**config.mk**
```make
export PLATFORM = sky130hd
export DESIGN_NAME = cache_control_nway
export DESIGN_NICKNAME = d
export VERILOG_FILES = /design/src/rtl/cache_pkg.sv /design/src/rtl/cache_beat_ctr.sv /design/src/rtl/cache_control_nway.sv
export SDC_FILE = /design/constraint.sdc
export NUM_CORES = 1
export LEC_CHECK = 0
export CAP_MARGIN = 0
export CORE_MARGIN = 10
export CORE_UTILIZATION = 37
export CTS_CLUSTER_SIZE = 16
export DETAILED_ROUTE_END_ITERATION = 8
export GPL_ROUTABILITY_DRIVEN = 0
export PLACE_DENSITY = 0.76
export SLEW_MARGIN = 20
export SYNTH_ARGS = -nofsm -noshare
export SYNTH_HDL_FRONTEND = slang
export SYNTH_SLANG_ARGS = --single-unit
```
**constraint.sdc**
```tcl
create_clock -name clk -period 2.5 [get_ports clk]
set_clock_uncertainty 0.2 [all_clocks]
set_input_delay 0.5 -clock clk [delete_from_list [all_inputs] [get_ports clk]]
set_output_delay 0.5 -clock clk [all_outputs]
set_load 0.02 [all_outputs]
```
**src/rtl/cache_pkg.sv**
```systemverilog
// rtl/cache_pkg.sv - shared state/op types and beat-width helper for the n-way cache controller
package cache_pkg;

  typedef enum logic [2:0] {IDLE, LOOKUP, WRITEBACK, FILL, ERROR} state_e;

  typedef enum logic {RD = 1'b0, WR = 1'b1} op_e;

  function automatic int beat_w(input int line_words);
    return (line_words > 2) ? $clog2(line_words) : 1;
  endfunction

endpackage

```
**src/rtl/cache_beat_ctr.sv**
```systemverilog
// rtl/cache_beat_ctr.sv - memory beat counter with clear, increment and last-beat flag
module cache_beat_ctr
  import cache_pkg::*;
#(
  parameter int LINE_WORDS = 4,
  parameter int BW = beat_w(LINE_WORDS)
) (
  input  logic          clk,
  input  logic          rst_n,
  input  logic          clr,
  input  logic          inc,
  output logic [BW-1:0] cnt,
  output logic          last
);

  localparam logic [BW-1:0] LAST_BEAT = BW'(LINE_WORDS - 1);

  logic [BW-1:0] cnt_q, cnt_d;

  // Explicit wrap on the last beat keeps LINE_WORDS=1 correct as well.
  always_comb begin
    cnt_d = cnt_q;
    if (clr) begin
      cnt_d = '0;
    end else if (inc) begin
      cnt_d = last ? '0 : cnt_q + BW'(1);
    end
  end

  always_ff @(posedge clk or negedge rst_n) begin
    if (!rst_n) begin
      cnt_q <= '0;
    end else begin
      cnt_q <= cnt_d;
    end
  end

  assign cnt  = cnt_q;
  assign last = (cnt_q == LAST_BEAT);

endmodule

```
**src/rtl/cache_control_nway.sv**
```systemverilog
// rtl/cache_control_nway.sv - WAYS-way write-back, write-allocate cache control FSM
// Define CACHE_PERF_CNT_EN to add saturating hit/miss/write-back counters.
module cache_control_nway
  import cache_pkg::*;
#(
  parameter int WAYS       = 2,
  parameter int LINE_WORDS = 4,
  parameter int CNT_W      = 32
) (
  input  logic                              clk,
  input  logic                              rst_n,
  input  logic                              cpu_read,
  input  logic                              cpu_write,
  output logic                              cpu_ready,
  input  logic                              hit,
  input  logic [WAYS-1:0]                   hit_way,
  input  logic [WAYS-1:0]                   is_valid,
  input  logic [WAYS-1:0]                   is_dirty,
  input  logic [WAYS-1:0]                   victim_way,
  output logic                              repl_update,
  output logic [WAYS-1:0]                   repl_way,
  output logic                              mem_req,
  output logic                              mem_we,
  input  logic                              mem_ack,
  output logic [beat_w(LINE_WORDS)-1:0]     beat_idx,
  output logic [WAYS-1:0]                   fill_we,
  output logic [WAYS-1:0]                   cpu_we,
  output logic [WAYS-1:0]                   tag_we,
  output logic [WAYS-1:0]                   meta_we,
  output logic                              meta_valid,
  output logic                              meta_dirty,
  output logic                              data_in_select,
  output logic                              error
`ifdef CACHE_PERF_CNT_EN
  ,
  output logic [CNT_W-1:0]                  hit_cnt,
  output logic [CNT_W-1:0]                  miss_cnt,
  output logic [CNT_W-1:0]                  wb_cnt
`endif
);

  localparam int BW = beat_w(LINE_WORDS);

  state_e          state_q, state_d;
  op_e             op_q, op_d;
  logic [WAYS-1:0] victim_q, victim_d;
  logic            cnt_clr, cnt_inc, cnt_last;
  logic [BW-1:0]   cnt;
  logic            hit_onehot, victim_onehot, victim_dirty;

  assign hit_onehot    = (hit_way != '0) && ((hit_way & (hit_way - WAYS'(1))) == '0);
  assign victim_onehot = (victim_way != '0) && ((victim_way & (victim_way - WAYS'(1))) == '0);
  assign victim_dirty  = |(victim_way & is_valid & is_dirty);

  cache_beat_ctr #(
    .LINE_WORDS(LINE_WORDS),
    .BW        (BW)
  ) u_beat_ctr (
    .clk  (clk),
    .rst_n(rst_n),
    .clr  (cnt_clr),
    .inc  (cnt_inc),
    .cnt  (cnt),
    .last (cnt_last)
  );

  always_ff @(posedge clk or negedge rst_n) begin
    if (!rst_n) begin
      state_q  <= IDLE;
      op_q     <= RD;
      victim_q <= '0;
    end else begin
      state_q  <= state_d;
      op_q     <= op_d;
      victim_q <= victim_d;
    end
  end

  always_comb begin
    state_d        = state_q;
    op_d           = op_q;
    victim_d       = victim_q;
    cnt_clr        = 1'b0;
    cnt_inc        = 1'b0;
    cpu_ready      = 1'b0;
    repl_update    = 1'b0;
    repl_way       = '0;
    mem_req        = 1'b0;
    mem_we         = 1'b0;
    beat_idx       = '0;
    fill_we        = '0;
    cpu_we         = '0;
    tag_we         = '0;
    meta_we        = '0;
    meta_valid     = 1'b0;
    meta_dirty     = 1'b0;
    data_in_select = 1'b0;
    error          = 1'b0;
    case (state_q)
      IDLE: begin
        cnt_clr = 1'b1;
        if (cpu_write) begin
          op_d    = WR;
          state_d = LOOKUP;
        end else if (cpu_read) begin
          op_d    = RD;
          state_d = LOOKUP;
        end
      end
      LOOKUP: begin
        if (hit) begin
          if (hit_onehot) begin
            repl_update = 1'b1;
            repl_way    = hit_way;
            cpu_ready   = 1'b1;
            if (op_q == WR) begin
              cpu_we     = hit_way;
              meta_we    = hit_way;
              meta_valid = 1'b1;
              meta_dirty = 1'b1;
            end
            state_d = IDLE;
          end else begin
            state_d = ERROR;
          end
        end else if (!victim_onehot) begin
          state_d = ERROR;
        end else begin
          victim_d = victim_way;
          state_d  = victim_dirty ? WRITEBACK : FILL;
        end
      end
      WRITEBACK: begin
        mem_req  = 1'b1;
        mem_we   = 1'b1;
        beat_idx = cnt;
        cnt_inc  = mem_ack;
        if (mem_ack && cnt_last) begin
          state_d = FILL;
        end
      end
      FILL: begin
        mem_req        = 1'b1;
        data_in_select = 1'b1;
        beat_idx       = cnt;
        cnt_inc        = mem_ack;
        if (mem_ack) begin
          fill_we = victim_q;
          // Line becomes valid and clean only once the final beat lands.
          if (cnt_last) begin
            tag_we     = victim_q;
            meta_we    = victim_q;
            meta_valid = 1'b1;
            state_d    = LOOKUP;
          end
        end
      end
      ERROR: begin
        error   = 1'b1;
        state_d = IDLE;
      end
      default: begin
        state_d = IDLE;
      end
    endcase
  end

`ifdef CACHE_PERF_CNT_EN
  logic             retry_q, retry_d;
  logic [CNT_W-1:0] hit_cnt_q, hit_cnt_d;
  logic [CNT_W-1:0] miss_cnt_q, miss_cnt_d;
  logic [CNT_W-1:0] wb_cnt_q, wb_cnt_d;

  // retry_q marks the lookup that follows a fill so its hit is not counted twice.
  always_comb begin
    retry_d    = retry_q;
    hit_cnt_d  = hit_cnt_q;
    miss_cnt_d = miss_cnt_q;
    wb_cnt_d   = wb_cnt_q;
    if (state_q == FILL && state_d == LOOKUP) begin
      retry_d = 1'b1;
    end else if (state_q == LOOKUP) begin
      retry_d = 1'b0;
    end
    if (state_q == LOOKUP && hit && hit_onehot && !retry_q && !(&hit_cnt_q)) begin
      hit_cnt_d = hit_cnt_q + CNT_W'(1);
    end
    if (state_q == LOOKUP && !hit && !(&miss_cnt_q)) begin
      miss_cnt_d = miss_cnt_q + CNT_W'(1);
    end
    if (state_q == LOOKUP && state_d == WRITEBACK && !(&wb_cnt_q)) begin
      wb_cnt_d = wb_cnt_q + CNT_W'(1);
    end
  end

  always_ff @(posedge clk or negedge rst_n) begin
    if (!rst_n) begin
      retry_q    <= 1'b0;
      hit_cnt_q  <= '0;
      miss_cnt_q <= '0;
      wb_cnt_q   <= '0;
    end else begin
      retry_q    <= retry_d;
      hit_cnt_q  <= hit_cnt_d;
      miss_cnt_q <= miss_cnt_d;
      wb_cnt_q   <= wb_cnt_d;
    end
  end

  assign hit_cnt  = hit_cnt_q;
  assign miss_cnt = miss_cnt_q;
  assign wb_cnt   = wb_cnt_q;
`endif

endmodule
```
==> results of run 1 <==
## path summary, 6_finish.rpt
check | startpoint | endpoint | slack, ns
setup / recovery | hit_way[0] | cpu_we[0] | 0.08
hold / removal | op_q | op_q | 0.31
setup reg to reg | state_q[1] | victim_q[1] | 0.62
hold reg to reg | op_q | op_q | 0.31
max in group asynchronous | rst_n | op_q | 1.51
min in group asynchronous | rst_n | u_beat_ctr.cnt[0] | 0.33
## per-layer routing
layer | global-route usage [%] | share of wire, % | up-vias
met5 | 0 | 0 | -
met4 | 3.76 | 1.1 | 0
met3 | 4.18 | 6.1 | 2
met2 | 19.5 | 53 | 17
met1 | 11.7 | 40 | 314
li1 | - | - | 338
## timing repair
item / in CTS / in global routing
resized for setup: 32 / 13
setup endpoints to repair: 16 / 9
pin swaps: 3 / 1
## final cells by class
class | count | area [um^2] | share of cell area (%)
Timing Repair Buffer | 43 | 364 | 34.3
Multi-Input combinational cell | 52 | 428 | 40.3
Tap cell | 16 | 20.0 | 1.89
Sequential cell | 8 | 200 | 18.9
Inverter | 7 | 26.3 | 2.48
Clock buffer | 3 | 22.5 | 2.12
## through the flow
step                setup slack [ns]  util [%]  instance area (um^2)
finish                        0.0796      68.8                  1060
detailed placement            -0.721      67.2                  1040
global placement              -0.651      67.2                  1040
CTS                          0.00668      69.3                  1070
global route                  0.0247      68.8                  1060
floorplan                     0.0727         -                   633
## cells by family after synthesis
family | count (synthesis) | synth area share (%)
and+or+nand+nor | 32 | 30.8
AOI/OAI and AO/OA | 13 | 15.9
buffers and inverters | 10 | 7.86
DFF | 8 | 32.3
muxes | 3 | 5.64
adders and majority gates | 3 | 6.05
xor gates and xnor gates | 1 | 1.41
## sequential cells by signal, indices dropped and copies added, names as in the netlist
name,count
state_q,3
u_beat_ctr.cnt,2
victim_q,2
op_q,1
## worst register-to-register path, delay by kind of cell (launching register included)
kind	cells	cell delay, ns
DFF	1	0.37
and+or+nand+nor	2	0.87
muxes	1	0.32
## cells in the mapped netlist (all sizes together)
| cell type | count |
|---|---|
| nor3b | 2 |
| mux2i | 2 |
| inv | 7 |
| nand2b | 1 |
| or3 | 1 |
| a211oi | 1 |
| a22o | 3 |
| or4b | 1 |
| buf | 2 |
| nor2 | 6 |
| and3 | 6 |
| mux2 | 1 |
| ha | 3 |
| nor4 | 2 |
| o21ai | 3 |
| a31o | 2 |
| clkbuf | 1 |
| nor3 | 2 |
| o32ai | 1 |
| xnor2 | 1 |
| o21a | 1 |
| a21o | 2 |
| dfrtp | 8 |
| nand3b | 1 |
| nand2 | 4 |
| and2 | 3 |
| nand3 | 2 |
| or3b | 1 |
## report_power, final
part / switching (mW) / internal, mW / total [mW] / leakage [nW]
sequential: 0.0417 / 0.188 / 0.230 / 0.0989
combinational: 0.306 / 0.274 / 0.580 / 0.466
clock: 0.0429 / 0.0549 / 0.0978 / 0.0138
==> flow_summary.yaml, run 1 <==
floorplanning:
  rows: 14
  io_pins: 34
  die_w_um: 61.0
  initial_utilization_pct: 40.3
  coreArea_mm2: 0.00154
  die_y_um: 61.0
  dieArea_mm2: 0.00372
drt:
  initialDrtViolationCount: 10
  routed-via-count: 671
  via_per_inst: 5.20
  drt_first_pass_iters: 2
  wl_per_cell_um: 15.9
  ant_nets: 0
  drc: 0
  drt-total-wl_mm: 2.05
yosys:
  synth_nets: 87
  ys_ff_latch: 8
  yosysTopAreaCellShare_pct: 32.3
  yosysUniqueCellTypes: 32
  yosys.area.top_type: "dfrtp_1"
  syn_avg_cell_area_um2: 8.87
  synthCells: 70
  yosys-top-cells-area: "dfrtp_1 32%, ha_1 6.0%, inv_1 4.2%"
  netlist_area_um2: 621
  ys_seq_area_share_pct: 32.3
  yosysWarnings: 0
power:
  p_leak_nw: 0.579
  ir_drop_uv: 628
  powerDensity_mw_per_mm2: 855
  power_mw: 0.907
final_layout:
  mostFrequentLayoutCells: "13 x clkdlybuf4s50_1, 12 x dlygate4sd2_1, 10 x buf_4"
  stdcell_count: 129
  nets: 132
  syn_to_final_growth_pct: 71.0
  num-fill-cells: 132
  drive_above_1_share_pct: 31.9
  layout_commonest_cell: "clkdlybuf4s50_1"
  diodes: 0
cts:
  post_cts_buffers: 0
  clockRootBuffer: "clkbuf_4"
  ctsLongestPathBuffers: 2
  cts_tree: "built"
  numCtsBuffers: 3
  cts_sinks: 8
  cts_max_level: 1
  cts_hold_buf: 0
  clkLatencyLatePin_ns: 0.25
  clkTransAtPathRegs_ns: 0.05
timing:
  clock.fmax_ghz: 0.413
  timing.slew.headroom_pct: 75.8
  period_minus_slack_ns: 2.42
  setup_viol: 0
  whs_ns: 0.313
  worst_pin_slew_ns: 0.362
  tns_ns: 0
  rsz0062_at_grt: "false"
  fin_crit_sh_pct: 96.8
  finalHoldViolations: 0
  maxSlewViolCount: 0
worst_setup_path:
  arrival_ns: 1.72
  path_cells: "dlygate4sd2_1, inv_2, ha_4, nor4_4, dlygate4sd2_1"
  critPathLaunchType: "primary input"
  rr_worst_depth: 3
  cpMostUsedCell: "dlygate4sd2_1"
  cp.required_ns: 1.80
  crit_slowest_cell: "dlygate4sd2_1"
  crit_type: "primary input to output port"
  cpLargestDelayFamily: "buffers and inverters"
  slowest_delay_ns: 0.38
  setup.worst_path.end_class: "output port"
  cp_num_buf_inv: 3
  cp_max_fo: 5
  worst-path-stages: 5
min_path:
  hp-class: "flop to flop"
  min_path_cells: 1
grt:
  grt_pass1_wl_mm: 3.13
  grt_pass1_vias: 677
  grt_max_degree: 11
  antenna_found_initial: 0
  grt.total_usage_pct: 11.0
  gr-total-overflow: 0
placement:
  dp_hpwl_mm: 1.67
  dpl.cell_count: 126
  numPortBuffers: 33
status:
  outcome: "finished, final reports clean"
flow_run:
  max-cap-violations: 0
Power figures use the tool's default switching activity.
==> run 2, diff against run 1 <==
- CTS_CLUSTER_SIZE: 16 -> not set
==> results of run 2 <==
Final layout, timing and power as in run 1 (identical DEF).
==> patch, RTL diff (flow settings as in run 1) <==
Set the parameter `WAYS` to 1 (it was 2).
--- a/src/rtl/cache_control_nway.sv
+++ b/src/rtl/cache_control_nway.sv
@@ -3,7 +3,7 @@
 module cache_control_nway
   import cache_pkg::*;
 #(
-  parameter int WAYS       = 2,
+  parameter int WAYS       = 1,
   parameter int LINE_WORDS = 4,
   parameter int CNT_W      = 32
 ) (
Ports: changed (9 resized); port bits go from 34 to 25. No check against the original RTL was run, so the function may have changed too.
==> patch against run 1 <==
  * Maximum frequency increased by 2.8%
  * Critical path depth is 2 lower
  * Combinational power is 26% lower
  * Setup slack gained 0.066 ns
  * Power shrank 18%
  * Routed wire length is 36% lower
  * Sequential cell count down 1
  * Worst hold slack lost 0.033 ns
  * Final area decreased by 29%
  * Synthesized area down 22%
  * Critical path type unchanged
  * Critical endpoint is now repl_way
==> patch: results (changes against run 1) <==
run_status:
  outcome: "finished, final reports clean"
synthesis:
  synthTopCellsByCount: "7 x dfrtp_1, 5 x and2_1, 4 x nand2_1"
  synthMuxAreaShare: 0.0206  # -0.0359
  synth_fa_ha_area_frac: 0.0257  # -0.0348
  yosys_register_bits: 7  # -1
  synthXorXnorAreaFrac: 0  # -0.0141
  synth_area_leaders: "dfrtp_1 36%, and2_1 6.4%, a22o_1 5.4%"
  ys_types: 28  # -13%
  synth-compound-area-share: 0.190  # +0.0310
  synth_nets: 62  # -29%
  seq_area_frac_synth: 0.360  # +0.0373
  syn_avg_cell_area_um2: 9.54  # +7.6%
final_layout:
  clkCellAreaFrac: 0.0350  # +0.0138
  nMultiInputCombCells: 37  # -29%
  clkbuf_count: 4  # +1
  multi_input_area_share: 0.352  # -0.0516
  fin_nets: 91  # -31%
  largest-register: "state_q"
  inverters: 3  # -4
  fill_cells: 113  # -14%
  seq_share: 0.233  # +0.0447
  layout-drive-gt1-share: 0.190  # -0.129
  buffer_area_frac: 0.340  # -0.00316
  num-nonclk-buffers: 28  # -35%
route:
  drt_iter0_drc: 7  # -3
  vias: 486  # -28%
  wl_per_cell_um: 14.0  # -12%
  drt_first_pass_iters: 4  # +2
  totalWireLength_um: 1320  # -36%
sta:
  whs_ns: 0.280  # -0.0332 ns
  relSlewSlack: 0.775  # +0.0172
  max_freq_ghz: 0.425  # +2.8%
hold_path:
  hp-start: "victim_q"
  min_to: "victim_q"
worst_setup_path:
  crit_arrival_ns: 1.65  # -0.07 ns
  regToRegEndpoint: "u_beat_ctr.cnt[0]"
  path_max_fanout: 7  # +2
  r2r_slack_ns: 0.81  # +0.19 ns
  r2r-start: "u_beat_ctr.cnt[0]"
  worstRegToRegCells: 4  # +1
cts:
  worstSkewPairLatency_ns: 0.25  # about the same
  clk_pin_slew_ns: 0.05  # about the same
  postCtsSetupRepairBufs: 0  # unchanged
grt:
  grt_pass1_wl_um: 2370  # -24%
  gr-usage-met2: 0.144  # -0.0508
  grt_use_met1: 0.0967  # -0.0199
  grtUsageTotal: 0.0887  # -0.0215
  grt_pass1_vias: 528  # -22%
  grt_max_degree: 10  # -1
  grt_antenna_before_repair: 0  # unchanged
  grt.met3_usage: 0.0517  # +0.00993
placed_design:
  portBuffers: 24  # -27%
  dp_slack_ns: -0.281  # +0.440 ns
  dp_hpwl_um: 1070  # -36%
  place_inst: 90  # -29%
pwr:
  p_seq_uw: 215  # -7%
  ir_worst_vdd_mv: 0.462  # -27%
  p_leak_uw: 0.000431  # -26%
  p_sw_uw: 307  # -21%
  p_clk_frac: 0.138  # +0.030
## patch: logic make-up after synthesis
group	count (synthesis)
compound gates	12
fa+ha+maj	1
buf+inv	7
flops	7
mux	1
simple gates	23
## patch: worst max-delay path, stage by stage
cell and delay (ns):
clkdlybuf4s50_1 0.51, and4_2 0.29, dlygate4sd2_1 0.35
## patch: routing by layer
metal / up-vias / wire (um)
li1: 241 / -
met1: 228 / 586
met2: 17 / 608
met3: 0 / 121
met4: 0 / 0
met5: - / 0
## patch: metrics by stage
stage,area (um^2),power [uW]
2_1_floorplan,487,493
3_3_place_gp,738,657
3_5_place_dp,738,664
4_1_cts,756,764
5_1_grt,751,811
6_report,751,747
## patch: how the worst max path moves through the flow
stage,start,end,cells past startpoint
final,hit,repl_way,3
after global routing,state_q[1],error,3
after CTS,hit,meta_we,4
after detailed placement,hit,meta_we,4
after global placement,hit,meta_valid,4
after floorplan,state_q[2],meta_we,4
## patch: repair_timing
action	CTS	global route
setup endpoints to repair	8	8
cloned	0	0
resized for setup	9	12
